<file path="config.mk">
export PLATFORM = sky130hd
export DESIGN_NAME = controle_vez
export DESIGN_NICKNAME = d
export VERILOG_FILES = /design/src/rtl/controle_vez_pkg.sv /design/src/rtl/controle_vez_contador_m.sv /design/src/rtl/controle_vez.sv
export SDC_FILE = /design/constraint.sdc
export NUM_CORES = 1
export LEC_CHECK = 0
export CORE_MARGIN = 4
export CORE_UTILIZATION = 50
export CTS_BUF_LIST = sky130_fd_sc_hd__clkbuf_2
export DETAILED_ROUTE_END_ITERATION = 16
export HOLD_SLACK_MARGIN = 0.03
export PLACE_DENSITY_LB_ADDON = 0.15
export SETUP_SLACK_MARGIN = 0.2
export SLEW_MARGIN = 20
export SYNTH_ARGS = -nofsm -noshare
export SYNTH_HDL_FRONTEND = slang
export SYNTH_SLANG_ARGS = --single-unit
</file>
<file path="constraint.sdc">
create_clock -name clock -period 2.55 [get_ports clock]
set_clock_uncertainty 0.15 [all_clocks]
set_input_delay 0.6375 -clock clock [delete_from_list [all_inputs] [get_ports clock]]
set_output_delay 0.6375 -clock clock [all_outputs]
set_load 0.03 [all_outputs]
</file>
<file path="src/rtl/controle_vez_pkg.sv">
// Shared types and codes for the tic-tac-toe turn controller.
// Player/result codes, FSM state encoding and small helpers.
package controle_vez_pkg;

  typedef enum logic [2:0] {
    OCIOSO = 3'd0,
    VEZ_J1 = 3'd1,
    VEZ_J2 = 3'd2,
    ERRO   = 3'd3,
    FIM    = 3'd4
  } estado_t;

  localparam logic [1:0] JOG_NENHUM = 2'b00;
  localparam logic [1:0] JOG_1      = 2'b01;
  localparam logic [1:0] JOG_2      = 2'b10;
  localparam logic [1:0] JOG_ERRO   = 2'b11;
  localparam logic [1:0] EMPATE     = 2'b11;

  function automatic int maximo(int a, int b);
    return (a > b) ? a : b;
  endfunction

  function automatic logic [1:0] outro(logic [1:0] j);
    return (j == JOG_1) ? JOG_2 : JOG_1;
  endfunction

endpackage

</file>
<file path="src/rtl/controle_vez_contador_m.sv">
// Modular counter 0..M-1 with synchronous clear and count enable.
// Ports: clock, reset_n, zera, conta -> Q (value), fim (Q == M-1).
module contador_m #(
  parameter int M = 16,
  parameter int W = (M > 1) ? $clog2(M) : 1
) (
  input  logic         clock,
  input  logic         reset_n,
  input  logic         zera,
  input  logic         conta,
  output logic [W-1:0] Q,
  output logic         fim
);

  assign fim = (Q == W'(M - 1));

  always_ff @(posedge clock or negedge reset_n) begin
    if (!reset_n) begin
      Q <= '0;
    end else if (zera) begin
      Q <= '0;
    end else if (conta) begin
      Q <= fim ? '0 : Q + W'(1);
    end
  end

endmodule

</file>
<file path="src/rtl/controle_vez.sv">
// Turn controller: sequences players, turn timeout, error hold, result.
// In: clock, reset_n, iniciar, jogada_ok, jogada_erro, vitoria.
// Out: jogador, vencedor, num_jogadas, timeout, fim (all registered).
module controle_vez
  import controle_vez_pkg::*;
#(
  parameter int TIMEOUT_CICLOS = 5000,
  parameter int ERRO_CICLOS    = 1000
) (
  input  logic       clock,
  input  logic       reset_n,
  input  logic       iniciar,
  input  logic       jogada_ok,
  input  logic       jogada_erro,
  input  logic       vitoria,
  output logic [1:0] jogador,
  output logic [1:0] vencedor,
  output logic [3:0] num_jogadas,
  output logic       timeout,
  output logic       fim
);

  localparam int M = maximo(TIMEOUT_CICLOS, ERRO_CICLOS);
  localparam int W = $clog2(M);
  localparam logic [W-1:0] LIM_VEZ  = W'(TIMEOUT_CICLOS - 1);
  localparam logic [W-1:0] LIM_ERRO = W'(ERRO_CICLOS - 1);

  estado_t      estado;
  logic [1:0]   turno;
  logic [W-1:0] q;
  logic         q_fim;
  logic         em_vez;
  logic         expira;
  logic         erro_fim;
  logic         zera;
  logic         conta;

  // One timer shared by turn timing and error hold; it is cleared
  // on every state change and held at its top so it never wraps.
  contador_m #(.M(M), .W(W)) u_tempo (
    .clock   (clock),
    .reset_n (reset_n),
    .zera    (zera),
    .conta   (conta),
    .Q       (q),
    .fim     (q_fim)
  );

  always_comb begin
    em_vez   = (estado == VEZ_J1) || (estado == VEZ_J2);
    expira   = em_vez && (q == LIM_VEZ);
    erro_fim = (estado == ERRO) && (q == LIM_ERRO);
    zera     = iniciar
             | (em_vez & (jogada_ok | jogada_erro | expira))
             | erro_fim;
    conta    = (em_vez | (estado == ERRO)) & ~q_fim;
  end

  always_ff @(posedge clock or negedge reset_n) begin
    if (!reset_n) begin
      estado      <= OCIOSO;
      turno       <= JOG_1;
      jogador     <= JOG_NENHUM;
      vencedor    <= JOG_NENHUM;
      num_jogadas <= '0;
      timeout     <= 1'b0;
      fim         <= 1'b0;
    end else begin
      timeout <= 1'b0;
      if (iniciar) begin
        estado      <= VEZ_J1;
        turno       <= JOG_1;
        jogador     <= JOG_1;
        vencedor    <= JOG_NENHUM;
        num_jogadas <= '0;
        fim         <= 1'b0;
      end else begin
        unique case (1'b1)
          em_vez: begin
            if (jogada_ok) begin
              num_jogadas <= num_jogadas + 4'd1;
              if (vitoria || num_jogadas == 4'd8) begin
                estado   <= FIM;
                jogador  <= JOG_NENHUM;
                fim      <= 1'b1;
                vencedor <= vitoria ? turno : EMPATE;
              end else begin
                estado  <= (turno == JOG_1) ? VEZ_J2 : VEZ_J1;
                turno   <= outro(turno);
                jogador <= outro(turno);
              end
            end else if (jogada_erro) begin
              estado  <= ERRO;
              jogador <= JOG_ERRO;
            end else if (expira) begin
              timeout <= 1'b1;
              estado  <= (turno == JOG_1) ? VEZ_J2 : VEZ_J1;
              turno   <= outro(turno);
              jogador <= outro(turno);
            end
          end
          (estado == ERRO): begin
            if (erro_fim) begin
              estado  <= (turno == JOG_1) ? VEZ_J1 : VEZ_J2;
              jogador <= turno;
            end
          end
          default: begin
          end
        endcase
      end
    end
  end

endmodule

</file>
### After elaboration in Yosys (flattened, before gate mapping)

Cells that the tools add are included.
W data, S select, Z words.

* $lt $le $gt $ge: 0
* $add $sub $neg: 2
* mux-type cells: 42
* shift-type cells: 0
* equality and inequality tests: 11
* divide/modulo/power cells: 0
* bitwise logic cells: 8
* reduce and logical (&&, ||, !) cells: 14
* $mul: 0

Operators by type and width (number)
* $mux W13: 3
* $mux W2: 19
* $mux W3: 6
* $add A13 B1 Y13 const B: 1
* $eq A13 B10 Y1 const B: 1
* $eq A13 B13 Y1 const B: 1
* $mux W4: 3
* $mux W1: 9
* $ne A3 B3 Y1 const B: 3
* $reduce_bool A2 Y1: 4
* $eq A3 B2 Y1 const B: 2
* $pmux W3 S2: 1
* $reduce_and A3 Y1: 2
* $reduce_bool A3 Y1: 2
* $ne A5 B4 Y1 const B: 1
* $or A1 B1 Y1: 5
* $add A4 B1 Y4 const B: 1
* $eq A4 B4 Y1 const B: 1
* $pmux W2 S2: 1
* $reduce_and A4 Y1: 1
* $eq A3 B1 Y1 const B: 1
* $and A1 B1 Y1: 2
* $eq A2 B1 Y1 const B: 1
* $logic_and A1 B1 Y1: 2
* 3 further kinds: 4

* word-level logic and storage cells: 85
* bits in read-only memories: 0
* input port bits: 6
* output and inout bits: 10
* memories kept: 0
* bits in writable memories: 0
* bits in latches: 0
* register bits after elaboration: 28

### Depth between registers and ports, before layout

Gate-level depths: netlist of run 1.

* depth after elaboration: 8
* mapped depth: 7

### Cells and area by module

Synthesis of run 1 repeated with hierarchy kept, for this count alone.

* cell total of the unflattened synthesis: 170
* area, all modules: 1591.5 um^2

Modules (own cells, without submodules)
* controle_vez: area an instance 902.1 um^2, cells an instance 97, instances 1
* contador_m: area an instance 689.4 um^2, cells an instance 73, instances 1

### Worst setup path after synthesis of run 1

OpenSTA, ideal clock, no wires.

* path kind: register to register
* from: register num_jogadas[0]
* to: register jogador[1]
* cell stages (with the launch flop): 7
* slack: 0.477 ns
* setup time: 0.065 ns
* data arrival time: 1.858 ns
* required time: 2.335 ns
* cells stage by stage: dfrtp_1 -> inv_1 -> ha_1 -> and3b_1 -> or3b_2 -> a311oi_1 -> mux2_2

* word-level cells in the longest chain between the ends: 6

Ends and longest elaborated chain
* start, declared: RTL line controle_vez.sv:18 `output logic [3:0] num_jogadas,`
* start signal, assigned: RTL line controle_vez.sv:81 `num_jogadas <= num_jogadas + 4'd1;`
* $eq A4 B4 Y1: RTL line controle_vez.sv:82 `if (vitoria || num_jogadas == 4'd8) begin`
* $logic_or A1 B1 Y1: RTL line controle_vez.sv:82
* $mux W2: RTL line controle_vez.sv:82
* $mux W2: RTL line controle_vez.sv:80 `if (jogada_ok) begin`
* $pmux W2 S2: RTL line controle_vez.sv:78 `unique case (1'b1)`
* $mux W2: RTL line controle_vez.sv:70 `if (iniciar) begin`
* end signal, assigned: RTL line controle_vez.sv:90 `jogador <= outro(turno);`
* end signal, assigned: RTL line controle_vez.sv:99 `jogador <= outro(turno);`
* end signal, assigned: RTL line controle_vez.sv:105 `jogador <= turno;`
* end, declared: RTL line controle_vez.sv:16 `output logic [1:0] jogador,`

No other way between the ends.
A chain may end at the register's enable or synchronous reset.

### Worst setup path after layout of run 1

* from: register jogador[0]
* to: output jogador[0]

No word-level cell between the ends.

==> flow_summary_export.csv, run 1 <==
group,metric,value,unit
status,status,"finished clean",
clock_tree,cts.sinks,28,
synth,yosys_most_used_dff,"dfrtp_1",
sta,setup_viol,0,
synth,synth-simple-area-share,26.5,%
clock_tree,post-cts-setup-buffers,0,
worst_setup_path,end_kind,"output pin",
clock_tree,root_buffer,"clkbuf_2",
detailed_routing,ant_nets,0,
place,gp_congestion,0.902,
worst_setup_path,cp_cell_sequence,"clkdlybuf4s50_1",
sta,timing.final.ws_setup,304,ps
synth,postSynthAreaPerCell,9.83,µm²
detailed_routing,drt-initial-drc-count,71,
synth,ys_ff_latch,28,
detailed_routing,highest_layer,"met4",
power_and_ir_drop,p_per_area,775,mW/mm²
synth,synthArstFlopShare,100,%
grt,overflow,0,
grt,grt_max_degree,29,
synth,synth_cell_type_count,52,
detailed_routing,drc,0,
place,io_buffer_count,15,
layout,area_delta_synth_final,17.1,%
synth,synth_top_area_cell,"dfrtp_1",
worst_setup_path,crit_required,1760,ps
detailed_routing,wire_per_inst,15.3,µm
clock_tree,clk_latency,360,ps
worst_setup_path,max_stage_delay,680,ps
synth,synth-edff-count,0,
detailed_routing,wl_met3,185,µm
power_and_ir_drop,clkPwrFrac,18.4,%
grt,grt_pass1_wl,6200,µm
power_and_ir_drop,p_sw,563,µW
die,ios,16,
power_and_ir_drop,switching_share,38.3,%
die,initial_core_util,52.7,%
place,place_ws,185,ps
sta,period_needed,2250,ps
worst_setup_path,critPathTopFamily,"buffers and inverters",
clock_tree,cts_tree,"done",
synth,syn-cell-area,0.00162,mm²
clock_tree,cts_buffers,3,
detailed_routing,num_vias,1322,
sta,timing.final.crit_share,88.1,%
power_and_ir_drop,intPower,907,µW
synth,ys_seq_area_share,43.3,%
detailed_routing,drt_first_pass_iters,4,
die,rows,20,
detailed_routing,viasPerCell,5.80,
worst_setup_path,critPathMaxFanout,2,
min_path,hp-class,"flip-flop to flip-flop",
die,core-area,0.00308,mm²
detailed_routing,wl,3480,µm
grt,grt_pass1_vias,1333,
synth,synthMuxAreaShare,4.86,%
detailed_routing,wl_met1,1670,µm
power_and_ir_drop,pwr-share-seq,41.1,%
worst_setup_path,critPathBufInv,1,
sta,worst_pin_slew,624,ps
die,dieArea,0.00422,mm²
synth,synth_area_leaders,"dfrtp_1 42%, nor2_1 4.2%, xnor2_1 3.2%",
power_and_ir_drop,power,1.47,mW
job,max-cap-violations,0,
sta,slew_headroom,58.3,%
die,die_w,65.0,µm
sta,rsz0062_at_grt,"false",
clock_tree,clockBufferDepth,2,
synth,synth_top_area_share,41.7,%
power_and_ir_drop,p_leak,0.858,nW
worst_setup_path,criticalPathCategory,"flip-flop to output pin",
synth,synth_top_family_by_area,"simple AND/OR/NAND/NOR gates",
worst_setup_path,crit_arrival,1460,ps
sta,slew_violations,0,
layout,num-nets-final,194,
power_and_ir_drop,vdd_drop_max,0.430,mV
grt,track_usage,18.8,%
die,fp.dieH,65.0,µm
worst_setup_path,crit_slowest_cell,"clkdlybuf4s50_1",
layout,layout-drive-gt1-share,11.4,%
sta,finalHoldViolCount,0,
place,dp_hpwl,2600,µm
layout,fillers,278,
clock_tree,cts_htree_levels,1,
synth,synthCells,165,
synth,synthesis.nets,174,
synth,synth_compound_area_share,13.0,%
worst_setup_path,cp-start-kind,"flip-flop",
synth,synth_fa_ha_area_share,2.31,%
clock_tree,ctsHoldBuffers,0,
layout,diodes,0,
grt,antenna_found_initial,0,
synth,yosys_warnings,0,
synth,synth_xor_area_share,6.48,%
sta,fmax,445,MHz
clock_tree,clkSlewWorstSetupHoldPaths,270,ps
detailed_routing,route.met2.wl,1590,µm
power_and_ir_drop,p_comb_share,40.6,%
sta,final.setup.tns,0,ps
## synth_stat cells (all sizes together), types with 4 or more instances
cell / count
xor2: 6
inv: 8
xnor2: 6
nand4: 8
nor3: 6
buf: 4
mux2: 4
nor2: 18
nand2: 6
and3: 5
dfrtp: 27
a21oi: 8
## cell type report
type	instances	area, µm²	share of cell area, %
Tap cell	44	55.1	2.90
Clock buffer	3	15.0	0.791
Timing Repair Buffer	21	204	10.7
Inverter	8	30.0	1.58
Clock inverter	1	30.0	1.58
Sequential cell	28	702	37.0
Multi-Input combinational cell	123	862	45.4
## metrics by stage
stage | hold slack (ps) | instance area, µm² | util, % | cells
2_1_floorplan | 192 | 1620 | - | 165
3_3_place_gp | 353 | 1840 | 59.9 | 224
3_5_place_dp | 358 | 1840 | 59.9 | 224
4_1_cts | 388 | 1890 | 61.3 | 228
5_1_grt | 409 | 1900 | 61.7 | 228
6_report | 384 | 1900 | 61.7 | 228
## cell families after synthesis
group           after synthesis
simple gates                 72
compound gates               29
flops                        28
buf+inv                      14
xor+xnor                     12
mux                           7
fa+ha+maj                     3
## state kept, by name, summed over array words and instances (netlist names)
signal       flops
vencedor         2
turno            2
num_jogadas      4
fim              1
jogador          2
u_tempo.Q       13
timeout          1
estado           3
## path summary, 6_finish.rpt
kind / end / startpoint / depth (start not counted) / slack, ps
worst max register to register: estado[0] / u_tempo.Q[5] / 4 / 430
worst max-delay path: jogador[0] / jogador[0] / 1 / 300
worst min register to register: fim / fim / 2 / 380
min in group asynchronous: vencedor[0] / reset_n / 2 / 440
max in group asynchronous: turno[0] / reset_n / 2 / 1510
worst min-delay path: fim / fim / 2 / 380
## cell usage in the layout, fill, tap and decap left out, types with 4 or more instances in the layout
cell type / netlist / layout
dfrtp_1: 27 / 27
nand4_1: 8 / 8
nand2_1: 6 / 6
nor2_1: 18 / 18
inv_1: 8 / 8
xor2_1: 6 / 6
and3_1: 5 / 5
clkdlybuf4s50_1: 0 / 10
dlymetal6s2s_1: 0 / 4
xnor2_1: 6 / 6
a21oi_1: 8 / 8
nor3_1: 6 / 6
buf_4: 0 / 6
## per-layer routing
| layer | global-route usage [%] | vias up |
|---|---|---|
| met4 | 5.54 | 0 |
| li1 | - | 644 |
| met2 | 28.9 | 35 |
| met3 | 3.12 | 4 |
| met5 | 0 | - |
| met1 | 27.1 | 639 |
## power groups by stage
stage / clock [mW] / sequential (mW) / combinational [mW]
floorplan: 0 / 0.647 / 0.373
global placement: 0 / 0.608 / 0.595
detailed placement: 0 / 0.614 / 0.604
CTS: 0.277 / 0.605 / 0.602
global route: 0.300 / 0.620 / 0.665
finish: 0.270 / 0.604 / 0.596
## repair_timing
| item | 4_1_cts | 5_1_grt |
|---|---|---|
| pin swaps | 0 | 0 |
| endpoints found under the setup margin | 1 | 4 |
| resized for setup | 1 | 4 |
No activity file was read; power rests on OpenSTA's default activity.
==> inputs of run 2 (changes only) <==
==> constraint.sdc (replaced) <==
create_clock -name clock -period 2.5 [get_ports clock]
set_clock_uncertainty 0.15 [all_clocks]
set_input_delay 0.625 -clock clock [delete_from_list [all_inputs] [get_ports clock]]
set_output_delay 0.625 -clock clock [all_outputs]
set_load 0.03 [all_outputs]
==> run 2 against run 1 <==
First-iteration DRC count decreased by 32%. Non-clock buffer count unchanged. Clock power increased by 2%. Design area decreased by 0.33%. Highest routed layer unchanged.
==> flow_summary_export.csv, run 2 (synthesized netlist as in run 1, its figures left out) <==
group,metric,value,unit
grt,grt_pass1_wl,6200,µm
grt,track_usage,18.8,%
grt,met1_usage,27.1,%
sta,period_needed,2210,ps
grt,grtUsageMet3,3.12,%
power_and_ir_drop,switching_share,38.4,%
detailed_routing,ant_nets,0,
die,die_w,65.0,µm
layout,layout_common_cells,"27 x dfrtp_1, 18 x nor2_1",
sta,fmax,452,MHz
status,status,"finished clean",
power_and_ir_drop,p_comb_share,40.4,%
sta,final.setup.tns,0,ps
clock_tree,cts.sinks,28,
grt,antenna_found_initial,0,
layout,layout-drive-gt1-share,11.4,%
place,dp_hpwl,2600,µm
layout,top_register,"u_tempo.Q",
layout,num-nets-final,194,
power_and_ir_drop,clkPwrFrac,18.4,%
die,initial_core_util,52.7,%
detailed_routing,num_vias,1328,
sta,holdWs,384,ps
die,rows,20,
power_and_ir_drop,p_per_area,791,mW/mm²
clock_tree,root_buffer,"clkbuf_2",
power_and_ir_drop,vdd_drop_max,0.440,mV
worst_setup_path,critPathBufInv,1,
clock_tree,cts_tree,"done",
power_and_ir_drop,intPower,921,µW
place,io_buffer_count,15,
layout,layout_commonest_cell,"dfrtp_1",
grt,grt_pass1_vias,1333,
detailed_routing,drc,0,
worst_setup_path,cp_cell_sequence,"clkdlybuf4s50_1",
layout,ff_latch_area,702,µm²
detailed_routing,wire_per_inst,15.2,µm
clock_tree,cts_buffers,3,
sta,setup_viol,0,
sta,rsz0062_at_grt,"false",
worst_setup_path,cp-start-kind,"flip-flop",
place,gp_congestion,0.901,
layout,top_regs,"u_tempo.Q (13), num_jogadas (4), estado (3)",
sta,slew_headroom,58.6,%
worst_setup_path,crit_required,1730,ps
detailed_routing,viasPerCell,5.82,
sta,timing.final.crit_share,88.6,%
power_and_ir_drop,p_leak,0.838,nW
detailed_routing,drt-initial-drc-count,48,
place,place_ws,147,ps
layout,diodes,0,
worst_setup_path,crit_slowest_cell,"clkdlybuf4s50_1",
layout,largest_reg_flops,13,
clock_tree,clk_latency,370,ps
die,ios,16,
grt,met2_usage,28.9,%
clock_tree,clockBufferDepth,2,
worst_setup_path,critPathMaxFanout,2,
job,max-cap-violations,0,
place,place_area,0.00184,mm²
sta,slew_violations,0,
layout,area_delta_synth_final,16.7,%
layout,fillers,284,
grt,top_usage_layer,"met2",
worst_setup_path,criticalPathCategory,"flip-flop to output pin",
power_and_ir_drop,pwr-share-seq,41.2,%
clock_tree,cts_htree_levels,1,
die,fp.dieH,65.0,µm
min_path,hp-class,"flip-flop to flip-flop",
worst_setup_path,critPathTopFamily,"buffers and inverters",
worst_setup_path,max_stage_delay,670,ps
grt,grt_max_degree,29,
layout,stdcell_area,0.00189,mm²
sta,finalHoldViolCount,0,
grt,overflow,0,
detailed_routing,wl,3470,µm
die,dieArea,0.00422,mm²
sta,worst_pin_slew,620,ps
die,core-area,0.00308,mm²
power_and_ir_drop,p_sw,575,µW
worst_setup_path,crit_arrival,1440,ps
clock_tree,clkSlewWorstSetupHoldPaths,260,ps
layout,multi_input_area,862,µm²
sta,timing.final.ws_setup,286,ps
power_and_ir_drop,power,1.50,mW
detailed_routing,drt_first_pass_iters,4,
worst_setup_path,end_kind,"output pin",
==> run 2: worst paths after layout <==
path                       cells after the start          end  slack, ps    startpoint
max                                            1          fim        290           fim
min                                            2          fim        380           fim
max reg2reg                                    4    estado[0]        380  u_tempo.Q[5]
min reg2reg                                    2          fim        380           fim
max in group asynchronous                      2     turno[0]       1470       reset_n
min in group asynchronous                      2  vencedor[0]        430       reset_n
==> run 2: final cells by class <==
cell class | count | area share [%]
well taps | 44 | 2.91
flip-flops and latches | 28 | 37.1
inverters | 8 | 1.59
clock buffers | 3 | 0.794
clock inverters | 1 | 1.59
repair buffers | 21 | 10.4
multi-input cells | 123 | 45.6
==> run 2: tightest hold or removal path: cells and delay by family, from the launching register on <==
kind | cells | cell delay [ps]
buffers and inverters | 1 | 50
DFF | 1 | 440
AOI/OAI and AO/OA | 1 | 50
==> run 2: per-stage QoR <==
| stage | util, % | cells |
|---|---|---|
| after CTS | 61.2 | 228 |
| after global placement | 59.9 | 224 |
| after detailed placement | 59.9 | 224 |
| after floorplan | - | 165 |
| final | 61.5 | 228 |
| after global routing | 61.5 | 228 |
==> run 2: power by group through the flow <==
stage                     clock [mW]  sequential (mW)  combinational, mW
after global placement             0            0.620              0.607
after detailed placement           0            0.626              0.616
after global routing           0.306            0.632              0.675
after CTS                      0.283            0.617              0.611
final                          0.276            0.617              0.604
after floorplan                    0            0.660              0.381
==> run 2: routing by layer <==
metal / share of wire [%] / wire length (µm) / vias to the layer above
li1: - / - / 645
met1: 48 / 1680 / 640
met2: 46 / 1590 / 39
met3: 4.8 / 168 / 4
met4: 0.95 / 33 / 0
met5: 0 / 0 / -
==> run 2: timing repair <==
item	CTS	global route
buffers inserted	0	0
endpoints found under the hold margin	0	0
setup endpoints to repair	4	3
gates resized for setup	4	3
hold buffers	0	0
==> inputs of run 3 (changes only) <==
--- a/config.mk
+++ b/config.mk
@@ -6,7 +6,7 @@
 export NUM_CORES = 1
 export LEC_CHECK = 0
 export CORE_MARGIN = 4
-export CORE_UTILIZATION = 50
+export CORE_UTILIZATION = 45
 export CTS_BUF_LIST = sky130_fd_sc_hd__clkbuf_2
 export DETAILED_ROUTE_END_ITERATION = 16
 export HOLD_SLACK_MARGIN = 0.03
==> run 3 against run 2 <==
Combinational power is 1% lower. Sequential power is 0.6% higher. Sequential share of layout area is 0.20 points higher. Flip-flop and latch count stayed put. Design area is 0.53% lower. Via count is 0.68% lower. Non-clock buffer count is 1 lower. Maximum frequency hardly changed. Worst setup slack worse by 0.85 ps. Clock power hardly changed.
==> flow_summary_export.csv, run 3 (synthesized netlist as in run 1, its figures left out) <==
group,metric,value,unit
status,status,"finished clean",
worst_setup_path,cp-start-kind,"flip-flop",
worst_setup_path,crit_slowest_cell,"clkdlybuf4s50_1",
detailed_routing,wl,3570,µm
worst_setup_path,cp_cell_sequence,"clkdlybuf4s50_1",
sta,slew_headroom,62.3,%
worst_setup_path,critPathBufInv,1,
worst_setup_path,critPathTopFamily,"buffers and inverters",
worst_setup_path,setup.worst_path.end,"fim",
worst_setup_path,criticalPathCategory,"flip-flop to output pin",
clock_tree,clockBufferDepth,2,
sta,period_needed,2210,ps
worst_setup_path,crit_required,1730,ps
min_path,hold_path.startpoint,"fim",
worst_setup_path,r2r_cells,5,
clock_tree,post-cts-setup-buffers,0,
die,dieArea,0.00463,mm²
die,fp.dieH,68.0,µm
detailed_routing,drt-initial-drc-count,37,
clock_tree,cts_tree,"done",
die,initial_core_util,47.5,%
layout,top_regs,"u_tempo.Q (13), num_jogadas (4), estado (3)",
clock_tree,root_buffer,"clkbuf_2",
clock_tree,cts_buffers,3,
layout,layout_common_cells,"27 x dfrtp_1, 18 x nor2_1, 10 x clkdlybuf4s50_1",
power_and_ir_drop,p_leak,0.816,nW
place,dp_hpwl,2630,µm
sta,worst_pin_slew,564,ps
die,ios,16,
worst_setup_path,rrSetupSlack,360,ps
sta,finalHoldViolCount,0,
sta,fmax,452,MHz
die,core-area,0.00342,mm²
worst_setup_path,end_kind,"output pin",
sta,rsz0062_at_grt,"false",
detailed_routing,num_vias,1319,
layout,num-nets-final,193,
layout,area_delta_synth_final,16.0,%
grt,antenna_found_initial,0,
grt,grt_pass1_wl,6200,µm
die,rows,21,
layout,layout_commonest_cell,"dfrtp_1",
detailed_routing,drt_first_pass_iters,5,
detailed_routing,viasPerCell,5.76,
clock_tree,cts_htree_levels,1,
sta,setup_viol,0,
clock_tree,clk_latency,370,ps
sta,slew_violations,0,
grt,track_usage,17.8,%
layout,layout-drive-gt1-share,10.9,%
sta,timing.final.crit_share,88.6,%
clock_tree,clkSlewWorstSetupHoldPaths,260,ps
detailed_routing,drc,0,
grt,grt_max_degree,29,
worst_setup_path,worstSetupPathDepth,1,
grt,grt_pass1_vias,1337,
layout,largest_reg_flops,13,
place,gp_congestion,0.879,
worst_setup_path,critPathMaxFanout,2,
worst_setup_path,crit_arrival,1440,ps
worst_setup_path,crit_start,"fim",
sta,timing.final.ws_setup,285,ps
power_and_ir_drop,vdd_drop_max,0.417,mV
layout,diodes,0,
clock_tree,cts.sinks,28,
layout,top_register,"u_tempo.Q",
place,place_ws,144,ps
sta,final.setup.tns,0,ps
worst_setup_path,max_stage_delay,670,ps
power_and_ir_drop,power,1.49,mW
detailed_routing,ant_nets,0,
worst_setup_path,rr_startpoint,"u_tempo.Q[0]",
power_and_ir_drop,p_per_area,793,mW/mm²
job,max-cap-violations,0,
place,io_buffer_count,15,
min_path,hp-class,"flip-flop to flip-flop",
grt,overflow,0,
die,die_w,68.0,µm
worst_setup_path,worstReg2RegEnd,"estado[0]",
detailed_routing,wire_per_inst,15.6,µm
[run 3: cell types whose count changed in the layout (fill, tap and decap cells not counted)]
cell             change
clkdlybuf4s50_1      +2
dlymetal6s2s_1       -2
buf_4                -1
[run 3: worst min-delay path by stage]
stage / slack (ps) / cells after the start / end
3_5_place_dp: 350 / 1 / jogador[1]
5_1_grt: 410 / 2 / fim
2_1_floorplan: 180 / 0 / estado[0]
3_3_place_gp: 340 / 1 / jogador[1]
6_report: 380 / 2 / fim
4_1_cts: 390 / 2 / fim
[run 3: final cells by class]
class | count | area, µm²
repair buffers | 20 | 185
inverters | 8 | 30.0
clock inverters | 1 | 30.0
flip-flops and latches | 28 | 702
multi-input cells | 123 | 862
clock buffers | 3 | 15.0
fillers | 310 | 1530
well taps | 46 | 57.6
[run 3: report_power, final]
part	internal, mW	switching (mW)
Combinational	0.251	0.346
Sequential	0.529	0.0914
Clock	0.137	0.137
Total	0.918	0.575
[run 3: layer usage]
metal | part of all wire, % | vias up | routed length [µm] | global-route usage, %
met5 | 0 | - | 0 | 0
li1 | - | 637 | - | -
met4 | 1.8 | 0 | 63 | 7.44
met3 | 3.5 | 6 | 125 | 2.46
met1 | 45 | 638 | 1620 | 22.6
met2 | 49 | 38 | 1750 | 30.2
[run 3: what timing repair did]
action                     in CTS  in global routing
setup endpoints to repair       4                  1
gates resized for setup         4                  1
hold buffers                    0                  0
[run 3: per-stage QoR]
step	area (µm²)	util [%]	hold WS, ps	cells
after floorplan	1620	-	179	165
after global placement	1840	53.8	343	225
after detailed placement	1840	53.8	350	225
after CTS	1880	55.0	388	229
after global routing	1880	55.1	409	229
final	1880	55.1	379	229
